--- src/rtl/spi_cmd_pkg.sv ---
// Shared command/state definitions for the SPI command decoder and its MCU-side driver.
package spi_cmd_pkg;

  localparam int unsigned OP_MSB  = 7;
  localparam int unsigned OP_LSB  = 6;
  localparam int unsigned A16_BIT = 0;

  typedef enum logic [1:0] {
    READ_NEXT  = 2'b00,
    WRITE_NEXT = 2'b01,
    WRITE_AT   = 2'b10,
    READ_AT    = 2'b11
  } op_e;

  typedef enum logic [2:0] {
    IDLE    = 3'd0,
    DATA    = 3'd1,
    ADDR_HI = 3'd2,
    ADDR_LO = 3'd3,
    PENDING = 3'd4
  } state_e;

endpackage

--- src/rtl/spi_cmd_decoder.sv ---
// Assembles SPI command bytes into single-byte bus read/write requests and returns read data.
module spi_cmd_decoder
  import spi_cmd_pkg::*;
#(
  parameter int unsigned ADDR_WIDTH = 17,
  parameter int unsigned DATA_WIDTH = 8
) (
  input  logic                  clock_i,
  input  logic                  reset_n_i,
  input  logic                  spi_start_i,
  input  logic                  spi_valid_i,
  input  logic [DATA_WIDTH-1:0] spi_rx_i,
  output logic [DATA_WIDTH-1:0] spi_tx_o,
  output logic                  spi_stall_o,
  output logic [ADDR_WIDTH-1:0] bus_addr_o,
  output logic [DATA_WIDTH-1:0] bus_data_o,
  output logic                  bus_rd_o,
  output logic                  bus_wr_o,
  input  logic                  bus_done_i,
  input  logic [DATA_WIDTH-1:0] bus_data_i,
  output logic                  err_o
);

  state_e                state_q, state_d, cur_st;
  op_e                   op_q, op_d, cmd_op;
  logic                  a16_q, a16_d;
  logic [DATA_WIDTH-1:0] wdata_q, wdata_d;
  logic [DATA_WIDTH-1:0] hi_q, hi_d;
  logic [ADDR_WIDTH-1:0] addr_q, addr_d;
  logic [DATA_WIDTH-1:0] bus_data_q, bus_data_d;
  logic                  rd_q, rd_d;
  logic                  wr_q, wr_d;
  logic [DATA_WIDTH-1:0] tx_q, tx_d;
  logic                  err_q, err_d;

  // State and datapath registers
  always_ff @(posedge clock_i or negedge reset_n_i) begin
    if (!reset_n_i) begin
      state_q    <= IDLE;
      op_q       <= READ_NEXT;
      a16_q      <= 1'b0;
      wdata_q    <= '0;
      hi_q       <= '0;
      addr_q     <= '0;
      bus_data_q <= '0;
      rd_q       <= 1'b0;
      wr_q       <= 1'b0;
      tx_q       <= '0;
      err_q      <= 1'b0;
    end else begin
      state_q    <= state_d;
      op_q       <= op_d;
      a16_q      <= a16_d;
      wdata_q    <= wdata_d;
      hi_q       <= hi_d;
      addr_q     <= addr_d;
      bus_data_q <= bus_data_d;
      rd_q       <= rd_d;
      wr_q       <= wr_d;
      tx_q       <= tx_d;
      err_q      <= err_d;
    end
  end

  // Command parsing, request issue and completion
  always_comb begin
    state_d    = state_q;
    op_d       = op_q;
    a16_d      = a16_q;
    wdata_d    = wdata_q;
    hi_d       = hi_q;
    addr_d     = addr_q;
    bus_data_d = bus_data_q;
    rd_d       = rd_q;
    wr_d       = wr_q;
    tx_d       = tx_q;
    err_d      = err_q;
    cur_st     = state_q;
    cmd_op     = op_e'(spi_rx_i[OP_MSB:OP_LSB]);

    if (state_q == PENDING) begin
      // A start here only clears the flag; the request still runs to completion.
      if (spi_start_i) err_d = 1'b0;
      if (spi_valid_i) err_d = 1'b1;
      if (bus_done_i) begin
        state_d = IDLE;
        rd_d    = 1'b0;
        wr_d    = 1'b0;
        if (rd_q) tx_d = bus_data_i;
      end
    end else begin
      if (spi_start_i) begin
        cur_st  = IDLE;
        state_d = IDLE;
        err_d   = 1'b0;
      end
      if (spi_valid_i) begin
        case (cur_st)
          IDLE: begin
            op_d  = cmd_op;
            a16_d = spi_rx_i[A16_BIT];
            case (cmd_op)
              READ_NEXT: begin
                addr_d  = addr_q + ADDR_WIDTH'(1);
                rd_d    = 1'b1;
                state_d = PENDING;
              end
              READ_AT: state_d = ADDR_HI;
              default: state_d = DATA;
            endcase
          end
          DATA: begin
            wdata_d = spi_rx_i;
            if (op_q == WRITE_NEXT) begin
              addr_d     = addr_q + ADDR_WIDTH'(1);
              bus_data_d = spi_rx_i;
              wr_d       = 1'b1;
              state_d    = PENDING;
            end else begin
              state_d = ADDR_HI;
            end
          end
          ADDR_HI: begin
            hi_d    = spi_rx_i;
            state_d = ADDR_LO;
          end
          ADDR_LO: begin
            addr_d  = ADDR_WIDTH'({a16_q, hi_q, spi_rx_i});
            state_d = PENDING;
            if (op_q == WRITE_AT) begin
              bus_data_d = wdata_q;
              wr_d       = 1'b1;
            end else begin
              rd_d = 1'b1;
            end
          end
          default: state_d = IDLE;
        endcase
      end
    end
  end

  assign spi_tx_o    = tx_q;
  assign spi_stall_o = (state_q == PENDING);
  assign bus_addr_o  = addr_q;
  assign bus_data_o  = bus_data_q;
  assign bus_rd_o    = rd_q;
  assign bus_wr_o    = wr_q;
  assign err_o       = err_q;

endmodule
--- config.mk ---
export PLATFORM = sky130hd
export DESIGN_NAME = spi_cmd_decoder
export DESIGN_NICKNAME = d
export VERILOG_FILES = /design/src/rtl/spi_cmd_pkg.sv /design/src/rtl/spi_cmd_decoder.sv
export SDC_FILE = /design/constraint.sdc
export NUM_CORES = 1
export LEC_CHECK = 0
export CAP_MARGIN = 20
export CORE_MARGIN = 2
export CORE_UTILIZATION = 55
export DETAILED_ROUTE_END_ITERATION = 7
export PLACE_DENSITY = 0.85
export SLEW_MARGIN = 20
export SYNTH_ARGS = -nofsm -noshare
export SYNTH_HDL_FRONTEND = slang
export SYNTH_SLANG_ARGS = --single-unit
--- constraint.sdc ---
create_clock -name clock_i -period 4.59 [get_ports clock_i]
set_clock_uncertainty 0.1 [all_clocks]
set_input_delay 1.377 -clock clock_i [delete_from_list [all_inputs] [get_ports clock_i]]
set_output_delay 1.377 -clock clock_i [all_outputs]
set_load 0.1 [all_outputs]
# Yosys cells after proc, flatten, opt, wreduce, memory -nomap -nowiden
# Index checks and enable logic that the tools add are counted.
# Widths: inputs -> output; s select.
dict set report classes {
  n_addsub 1
  eq_ne 15
  n_mux 28
  n_bitwise 1
  n_reduce_logical 15
}
# op count
set ops {}
lappend ops {{$pmux 17 s3} 1}
lappend ops {{$mux 17} 2}
lappend ops {{$reduce_and 5->1} 4}
lappend ops {{$mux 3} 6}
lappend ops {{$add 17x1->17 const B} 1}
lappend ops {{$mux 8} 2}
lappend ops {{$pmux 8 s2} 1}
lappend ops {{$mux 1} 12}
lappend ops {{$pmux 3 s4} 1}
lappend ops {{$reduce_and 3->1} 4}
lappend ops {{$ne 3x3->1 const B} 3}
lappend ops {{$reduce_bool 3->1} 3}
lappend ops {{$eq 3x2->1 const B} 2}
lappend ops {{$pmux 3 s2} 1}
lappend ops {{$eq 2x2->1 const B} 2}
lappend ops {{$ne 2x1->1 const B} 2}
lappend ops {{$ne 2x2->1 const B} 2}
lappend ops {{$pmux 1 s2} 2}
lappend ops {{$reduce_bool 2->1} 2}
lappend ops {{$eq 3x1->1 const B} 1}
lappend ops {{$eq 3x3->1 const B} 1}
lappend ops {{$logic_not 3->1} 1}
lappend ops {{$ne 3x2->1 const B} 1}
lappend ops {{$eq 2x1->1 const B} 1}
lappend ops {{other kinds (2)} 2}
dict set report totals {
  regBits 58
  in_bits 21
  output_inout_bits 37
  word_cells 71
}

# Logic depth before layout (Yosys ltp)
dict set report depth {
  word_depth 6
  mapped_depth 8
  ltp_nobuf 7
}

# Worst setup path after synthesis
# Ideal clock, no wire load.
dict set report synth_timing {
  path_kind {flip-flop to output port}
  startpoint {register state_q[1]}
  endpoint {output port spi_stall_o}
  arrival_ns 1.464
  path_slack_ns 1.649
  path_stages_with_launch 3
  path_buffers 1
  path_cell_list {dfrtp_1 buf_4 nor3b_4}
}
dict set report synth_between {
  elab_chain_len 1
}
# item line_no
set synth_rtl {}
lappend synth_rtl {{from (decl)} spi_cmd_decoder.sv:24} ;# state_e state_q, state_d, cur_st;
lappend synth_rtl {{from (signal assigned)} spi_cmd_decoder.sv:51} ;# state_q <= state_d;
lappend synth_rtl {{$eq 3x3->1} spi_cmd_decoder.sv:144} ;# assign spi_stall_o = (state_q == PENDING);
lappend synth_rtl {{to (decl)} spi_cmd_decoder.sv:14} ;# output logic spi_stall_o,
# Every way passes these cells.

# Worst setup path after layout
dict set report layout_timing {
  startpoint {register addr_q[6], in the netlist bus_addr_o[6]}
  endpoint {output port bus_addr_o[6]}
}
# item line_no
set layout_lines {}
lappend layout_lines {{from (decl)} spi_cmd_decoder.sv:29} ;# logic [ADDR_WIDTH-1:0] addr_q, addr_d;
lappend layout_lines {{from (signal assigned)} spi_cmd_decoder.sv:56} ;# addr_q <= addr_d;
lappend layout_lines {{to (decl)} spi_cmd_decoder.sv:15} ;# output logic [ADDR_WIDTH-1:0] bus_addr_o,
# No word-level cell between the ends.

==> metrics.log <==
[metrics] primary flip-flop cell chosen by synthesis mapping: dfrtp_1
[metrics] Required @ worst endpoint: 3110 ps
[metrics] number of I/O pins: 58
[metrics] period utilisation layout: 76.4%
[metrics] max-slew headroom at the worst pin: 32.2%
[metrics] number of hold-slack violations in the final timing report: 0
[metrics] count of nets after finishing: 356
[metrics] final routed DRC violation total: 0
[metrics] most used cells in the layout excluding fill and tap cells: dfrtp_1, clkdlybuf4s50_1, nand2_1
[metrics] antenna diode count: 0
[metrics] cell row count: 26
[metrics] outcome: complete, no violations
[metrics] number of buffer and inverter instances along the worst setup path: 1
[metrics] violation count after the first detailed-routing iteration: 139
[metrics] startpoint type of the worst setup path: flip-flop
[metrics] FFs w/ async S/R, synth: 100%
[metrics] Total GRT Usage: 24.8%
[metrics] worst stage delay on the critical path: 1190 ps
[metrics] post_cts resized: 0
[metrics] worst slack after detailed placement: 827 ps
[metrics] Crit Reg-Reg Endpoint: bus_addr_o[9]$_DFFE_PN0P_
[metrics] total of buffers placed on input and output ports: 57
[metrics] wire length of the first global-routing pass: 11,100 microns
[metrics] GR Overflow Total: 0
[metrics] data arrival time of the critical path: 2030 ps
[metrics] number of detailed-route iterations in the first pass: 4
[metrics] final setup violation count: 0
[metrics] Clk Latency, worst-skew pair: 350 ps
[metrics] Tightest Pin Transition: 1020 ps
[metrics] post-route ant nets: 0
[metrics] shortest clock period the worst path allows after layout: 3510 ps
[metrics] kind of critical path: flip-flop to output pin
[metrics] post-synthesis instance total: 274
[metrics] synth warn: 0
[metrics] CP max-delay cell: clkdlybuf4s50_1
[metrics] placed instance area: 3450 sq um
[metrics] area added between synthesis and finish: 28.8%
[metrics] number of clock sinks: 58
[metrics] count of maximum capacitance violations: 0
[metrics] family of cells with the greatest summed delay on the critical path: buffers and inverters
[metrics] Final Slew Violations: 0
[metrics] pin count of the biggest net entering global routing: 45
[metrics] count of flip-flops with a built-in enable after synthesis: 0
[metrics] number of cells on the worst hold path: 2
[metrics] clock tree from TritonCTS: done
[metrics] capturing element type of the critical path: output pin
[metrics] gp weighted congestion: 0.918
[metrics] proportion of layout cells with a drive suffix above 1: 15.7%
[metrics] total via count in the routed design: 2,346
[metrics] highest fanout seen on the critical path: 8
[metrics] per-cell via count in the routed design: 5.76
[metrics] maximum clock path buffer count: 2
[metrics] path category of the worst min-delay check: flip-flop to flip-flop
[metrics] half-perimeter wire length after placement: 4470 microns
[metrics] combined area of all synthesized cells: 2850 sq um
[metrics] die outline area: 5770 sq um
[metrics] FF+latch count, synth: 58
[metrics] Hold EP: bus_data_o[3]$_DFFE_PN0P_
[metrics] most common cell after layout, fill and taps aside: dfrtp_1
[metrics] Chip Width: 76.0 microns
[metrics] effective utilization at floorplan: 56.5%
[metrics] final non-filler cell area: 3670 sq um
[metrics] cell at the root of the clock tree: clkbuf_8
[metrics] share of synthesized area occupied by flip-flops and latches: 51.0%
[metrics] final-layout fill cell count: 373
[metrics] unrepaired setup endpoints after global routing: false
[metrics] total nets after synthesis: 298
[metrics] highest attainable clock frequency: 285 MHz
[metrics] overall routed net length: 6640 microns
[metrics] worst-case reg-to-reg path depth: 5
[metrics] number of distinct library cell variants in the gate-level netlist after synthesis: 45
[metrics] DIE HEIGHT: 76.0 microns
[metrics] Core Footprint: 5040 sq um
[metrics] final total negative setup slack: 0 ps
[metrics] syn avg cell area: 10.4 sq um
[metrics] TritonCTS Buffers: 9
[metrics] number of buffers added for setup after CTS: 0
[metrics] number of antenna violations at the first check in global routing: 0
[metrics] vias in the first global route: 2,273
[metrics] setup slack, reg-to-reg: 2270 ps
[metrics] routed length per instance: 16.3 microns
[metrics] critical path cell sequence: clkdlybuf4s50_1
[metrics] number of levels the H-tree was split into: 3
[metrics] number of buffers inserted by hold repair at cts: 0
[metrics] HP Start: bus_data_o[3]$_DFFE_PN0P_
[metrics] setup slack of the critical path after layout: 1080 ps
[metrics] origin of the critical flop-to-flop path: state_q[1]$_DFFE_PN0P_
[metrics] register clock-pin slew on the reported worst setup and hold paths: 60 ps
[area by class of cell]
class,instances,area (sq um),share of cell area [%]
flip-flops and latches,58,1450,39.6
clock buffers,11,141,3.86
well taps,70,87.6,2.39
multi-input cells,195,1290,35.3
inverters,8,30.0,0.819
repair buffers,60,586,16.0
clock inverters,5,77.6,2.12
[cells by family (layout without fill, tap and decap cells)]
group	Yosys count	after routing	share of synthesized area [%]
multiplexers	35	35	13.4
AO/OA/AOI/OAI	75	75	16.8
adder cells (fa/ha/maj)	3	3	1.32
flip-flops	58	58	51.0
buffers and inverters	21	84	3.60
AND/OR/NAND/NOR	82	82	13.9
[sequential cells by signal (all words and copies together), names as in the netlist, 2 cells and up]
| name | cells |
|---|---|
| bus_addr_o | 17 |
| spi_tx_o | 8 |
| hi_q | 8 |
| op_q | 2 |
| wdata_q | 8 |
| state_q | 3 |
| bus_data_o | 8 |
[stage by stage]
| stage | hold WS [ps] | cells | utilization (%) |
|---|---|---|---|
| after floorplan | 350 | 274 | - |
| after detailed placement | 368 | 391 | 68.4 |
| after CTS | 386 | 407 | 72.7 |
| after global placement | 362 | 391 | 68.4 |
| after global routing | 412 | 407 | 72.7 |
| final | 383 | 407 | 72.7 |
[Yosys cell counts (2+ instances only)]
master | count | area share, %
a21o_1 | 2 | 0.53
a21oi_1 | 19 | 3.3
a22o_1 | 2 | 0.62
a22oi_1 | 2 | 0.53
a2bb2oi_1 | 5 | 1.5
and3_1 | 2 | 0.44
buf_2 | 4 | 0.70
buf_4 | 3 | 0.79
clkbuf_1 | 5 | 0.66
dfrtp_1 | 58 | 51
ha_1 | 3 | 1.3
inv_1 | 8 | 1.1
mux2_2 | 26 | 10
mux2i_1 | 9 | 3.2
nand2_1 | 38 | 5.0
nand2b_1 | 4 | 0.88
nand3_1 | 14 | 2.5
nor2_1 | 10 | 1.3
nor2_2 | 2 | 0.44
nor2b_1 | 2 | 0.44
nor3_1 | 2 | 0.35
o21ai_0 | 24 | 4.2
o22ai_1 | 7 | 1.5
o31a_1 | 2 | 0.62
[metal layers]
layer | up-vias | global-route usage (%) | part of all wire, %
met4 | 0 | 11.3 | 2.0
li1 | 1108 | - | -
met1 | 1142 | 30.9 | 42
met2 | 78 | 40.1 | 50
met3 | 18 | 7.38 | 6.1
met5 | - | 0 | 0
[worst max-delay path by stage]
stage                              start                         to  depth (start not counted)
6_report       bus_addr_o[6]$_DFFE_PN0P_              bus_addr_o[6]                          1
5_1_grt                      spi_start_i  bus_addr_o[9]$_DFFE_PN0P_                          6
4_1_cts        bus_addr_o[6]$_DFFE_PN0P_              bus_addr_o[6]                          1
3_5_place_dp                 spi_start_i  bus_addr_o[9]$_DFFE_PN0P_                          6
3_3_place_gp                 spi_start_i  bus_addr_o[9]$_DFFE_PN0P_                          6
2_1_floorplan     state_q[1]$_DFFE_PN0P_                spi_stall_o                          2
Power is left out: the tool's default activity adds up to more than one toggle a clock period on the data nets, which glitch-free logic cannot reach.
==> variant 1: new RTL, config.mk and constraints unchanged <==
Put one more register stage on the output `err_o`, with the module's reset. The value now appears one clock later. The other outputs are not delayed to match.
--- a/src/rtl/spi_cmd_decoder.sv
+++ b/src/rtl/spi_cmd_decoder.sv
@@ -146,6 +146,12 @@
   assign bus_data_o  = bus_data_q;
   assign bus_rd_o    = rd_q;
   assign bus_wr_o    = wr_q;
-  assign err_o       = err_q;
+  always_ff @(posedge clock_i or negedge reset_n_i) begin
+    if (!reset_n_i) begin
+      err_o <= '0;
+    end else begin
+      err_o <= err_q;
+    end
+  end
 
 endmodule
Behaviour: not the same (Yosys sat finds a counterexample within 4 cycles, from zero or initial values and one cycle with reset_n_i low).
==> variant 1 against the original RTL <==
Sequential cell count grew 1. Die area grew 0.83%. Cell area is the same. Sequential share of layout area grew 0.68 points. Synthesized area grew 0.88%. Via count grew 2.9%. Count of clock-buffer cells in the layout grew 2. Synthesized cell count grew 0.36%. Utilization shrank 0.47 points. First-iteration DRC count shrank 23%. Setup slack lost 0.010 ns. Routed wire length shrank 1.7%.
Power is not shown: default switching activity piles up to over one toggle a cycle in this logic, so the estimate is an artifact.
==> variant 1: results (changes against the original RTL) <==
Status
Result of the run: completed (unchanged).

Logic synthesis
The mux contribution to synthesized area is 13.33% (was 13.44%). Leading post-synthesis cells by cell area: dfrtp_1, mux2_2, nand2_1, o21ai_0, a21oi_1 (unchanged). The flip-flop and latch count after synthesis is 59 (was 58). The cell area after technology mapping came to 2873 um2 (was 2848 um2). Most numerous cell types in the synthesized netlist: dfrtp_1, nand2_1, mux2_2, o21ai_0, a21oi_1 (unchanged). The gate count after technology mapping is 275 (was 274).

The net count after synthesis is 299 (was 298). The fraction of the mapped netlist area in compound gates is 16.64% (was 16.78%). The area share of fa/ha/maj cells after synthesis is 1.307% (was 1.318%). The sequential fraction of the synthesis area is 51.39% (was 50.97%).

GRT
The first-pass GRT wire length came to 10810 um (was 11100 um). The largest net degree at the start of global routing is 35 (was 45). The via count of the first global-routing pass is 2352 (was 2273). The global routing met3 resource utilization is 4.858% (was 7.381%). The global routing met2 resource utilization came to 37.43% (was 40.09%).

Layout
The number of clock buffers in the layout is 13 (was 11). The final-stage net count is 357 (was 356). The synthesis-to-layout area growth is 27.66% (was 28.78%).

The flip-flop count of the largest register after layout is 17 (unchanged). The fraction of final layout cells sized beyond drive strength 1 is 15.13% (was 15.73%). The number of inserted filler cells in the final layout is 394 (was 373). The fraction of standard cell area that is sequential is 40.26% (was 39.58%).

Placement
The placer's final routability congestion estimate is 0.8594 (was 0.9175). The area after detailed placement is 3473 um2 (was 3448 um2). The placed cell count is 392 (was 391). The placement-stage worst setup slack was 0.7643 ns (was 0.8273 ns). The estimated wirelength of the detail-placed design is 4586 um (was 4473 um).

Route
The detailed-route vias per instance came to 5.929 (was 5.764). The wire length the detailed router placed on met1 is 2770 um (was 2782 um). The DRC violation total after the first TritonRoute iteration is 107 (was 139). The wire length per cell came to 16.04 um (was 16.32 um). The final wirelength was 6529 um (was 6644 um).

The total met2 wirelength after detailed routing is 3120 um (was 3321 um). The met3 wire length is 464 um (was 405 um).

STA
The headroom to the max-slew limit was 29.88% (was 32.20%).

Worst hold path
The class of the most critical hold timing path is reg -> reg (unchanged).
==> variant 1: cell types whose count changed after synthesis, sizes merged <==
cell / change
dfrtp: +1
==> variant 1: final timing paths <==
| check | startpoint | to | slack [ns] | depth (start not counted) |
|---|---|---|---|---|
| max | bus_addr_o[6]$_DFFE_PN0P_ | bus_addr_o[6] | 1.07 | 1 |
| max reg2reg | state_q[1]$_DFFE_PN0P_ | bus_addr_o[9]$_DFFE_PN0P_ | 2.24 | 5 |
| min in group asynchronous | reset_n_i | state_q[0]$_DFFE_PN0P_ | 1.01 | 1 |
| min | err_q$_DFF_PN0_ | err_o$_DFF_PN0_ | 0.29 | 0 |
| max in group asynchronous | reset_n_i | spi_tx_o[5]$_DFFE_PN0P_ | 2.57 | 2 |
| min reg2reg | err_q$_DFF_PN0_ | err_o$_DFF_PN0_ | 0.29 | 0 |
==> variant 2: new RTL, same settings <==
Made on the original files. Change the parameter `DATA_WIDTH` from 8 to 12.
--- a/src/rtl/spi_cmd_decoder.sv
+++ b/src/rtl/spi_cmd_decoder.sv
@@ -3,7 +3,7 @@
   import spi_cmd_pkg::*;
 #(
   parameter int unsigned ADDR_WIDTH = 17,
-  parameter int unsigned DATA_WIDTH = 8
+  parameter int unsigned DATA_WIDTH = 12
 ) (
   input  logic                  clock_i,
   input  logic                  reset_n_i,
Ports: changed (resized bus_data_i, bus_data_o, spi_rx_i and spi_tx_o); port bits go from 58 to 74. No check against the original RTL was run, so the function may have changed too.
==> variant 2 against the original RTL <==
Routed wire length rose by 13%. Cell area increased by 11%. Synthesized area rose by 11%. Non-clock buffer count rose by 19. Global-route usage grew 0.52 points. Largest cell class unchanged. Cell count increased by 13%. Setup slack improved by 0.034 ns. Worst hold slack got worse by 0.0034 ns. Sequential cell count is 8 higher.
Power is left out: the tool's default activity adds up to more than one toggle a clock period on the data nets, which glitch-free logic cannot reach.
==> variant 2: results (changes against the original RTL) <==
STA
The pin slew with the least headroom to its limit is 0.9900 ns (was 1.017 ns). The worst hold margin came to 0.3791 ns (was 0.3825 ns). The highest attainable clock frequency is 288.0 MHz (was 285.2 MHz).

Layout
The final-stage net count is 414 (was 356). The number of clock buffers in the layout came to 12 (was 11). The clock network area share is 3.750% (was 5.971%). The inverter count is 5 (was 8). The count of buffers not belonging to the clock network in the layout is 79 (was 60). The multi-input combinational cell area came to 1389 um2 (was 1294 um2). The area used by sequential logic in the layout is 1652 um2 (was 1451 um2).

The fraction of cell area in non-clock buffers is 18.87% (was 15.97%). The number of inserted filler cells in the final layout was 425 (was 373). The fraction of final layout cells sized beyond drive strength 1 is 14.51% (was 15.73%). The count of multi-input gates was 221 (was 195). The number of antenna repair diodes is 0 (unchanged).

Floorplanning
The count of standard-cell rows is 27 (was 26).

Setup path
The endpoint of the worst register-to-register path is bus_data_o[0]$_DFFE_PN0P_ (was bus_addr_o[9]$_DFFE_PN0P_). The minimum setup slack among reg-to-reg paths is 2.34 ns (was 2.27 ns). The worst setup path startpoint is bus_addr_o[9]$_DFFE_PN0P_ (was bus_addr_o[6]$_DFFE_PN0P_). The arrival time reported for the critical path endpoint came to 2.00 ns (was 2.03 ns). The biggest fanout along the worst timing path came to 7 (was 8).

The timing endpoint of the critical path is bus_addr_o[9] (was bus_addr_o[6]). The startpoint of the lowest-slack register-to-register path is state_q[0]$_DFFE_PN0P_ (was state_q[1]$_DFFE_PN0P_).

Clock network
The buffer cell driving the clock tree root is clkbuf_8 (unchanged). The clock latency on the worst-skew pair is 0.33 ns (was 0.35 ns).

Placement
The area after detailed placement came to 3918 um2 (was 3448 um2). The estimated wirelength of the detail-placed design is 5341 um (was 4473 um). The placement-stage worst setup slack is 0.9136 ns (was 0.8273 ns). The placed cell count is 443 (was 391). The number of buffers added on ports was 73 (was 57).

Worst hold path
The depth of the worst hold-timing path is 1 (was 2). The class of the most critical hold timing path was reg -> reg (unchanged). The hold path startpoint was bus_wr_o$_DFFE_PN0P_ (was bus_data_o[3]$_DFFE_PN0P_).

GRT
The via count of the first global-routing pass is 2566 (was 2273). The total global routing track utilization was 25.30% (was 24.77%). The largest net degree at the start of global routing is 29 (was 45). The first-pass GRT wire length is 12360 um (was 11100 um).

Status
Result of the run: completed (unchanged).

Route
The detailed-route via count came to 2692 (was 2346). The DRC violation total after the first TritonRoute iteration is 192 (was 139). The number of search-and-repair iterations in the first detailed-routing pass came to 5 (was 4). The detailed-route vias per instance is 5.878 (was 5.764). The final wirelength came to 7521 um (was 6644 um).

Logic synthesis
The net count after synthesis is 342 (was 298). The gate count after technology mapping is 310 (was 274).
[variant 2: changes by cell type in the layout (fill, tap and decap cells not counted), sizes merged, moves of 4 or more]
cell,before,now
clkdlybuf4s50,55,71
nor2,12,22
a31oi,1,14
dfrtp,58,66
mux2i,9,1
nor3,2,6
nand2,38,46
[variant 2: cell families (layout without fill, tap and decap cells)]
| kind of cell | Yosys count | count (layout) | share of synthesized area, % |
|---|---|---|---|
| AND/OR/NAND/NOR | 101 | 101 | 15.25 |
| AO/OA/AOI/OAI | 89 | 89 | 17.50 |
| buffers and inverters | 23 | 99 | 4.028 |
| adder cells (fa/ha/maj) | 3 | 3 | 1.185 |
| flip-flops | 66 | 66 | 52.13 |
| multiplexers | 28 | 28 | 9.913 |
[variant 2: layer usage]
layer	track usage, %	up-vias	share of wire (%)	wire (um)
li1	-	1253	-	-
met2	38.75	141	46	3425
met1	35.53	1277	45	3349
met3	4.186	21	7.4	554
met5	0	-	0	0
met4	11.36	0	2.5	191
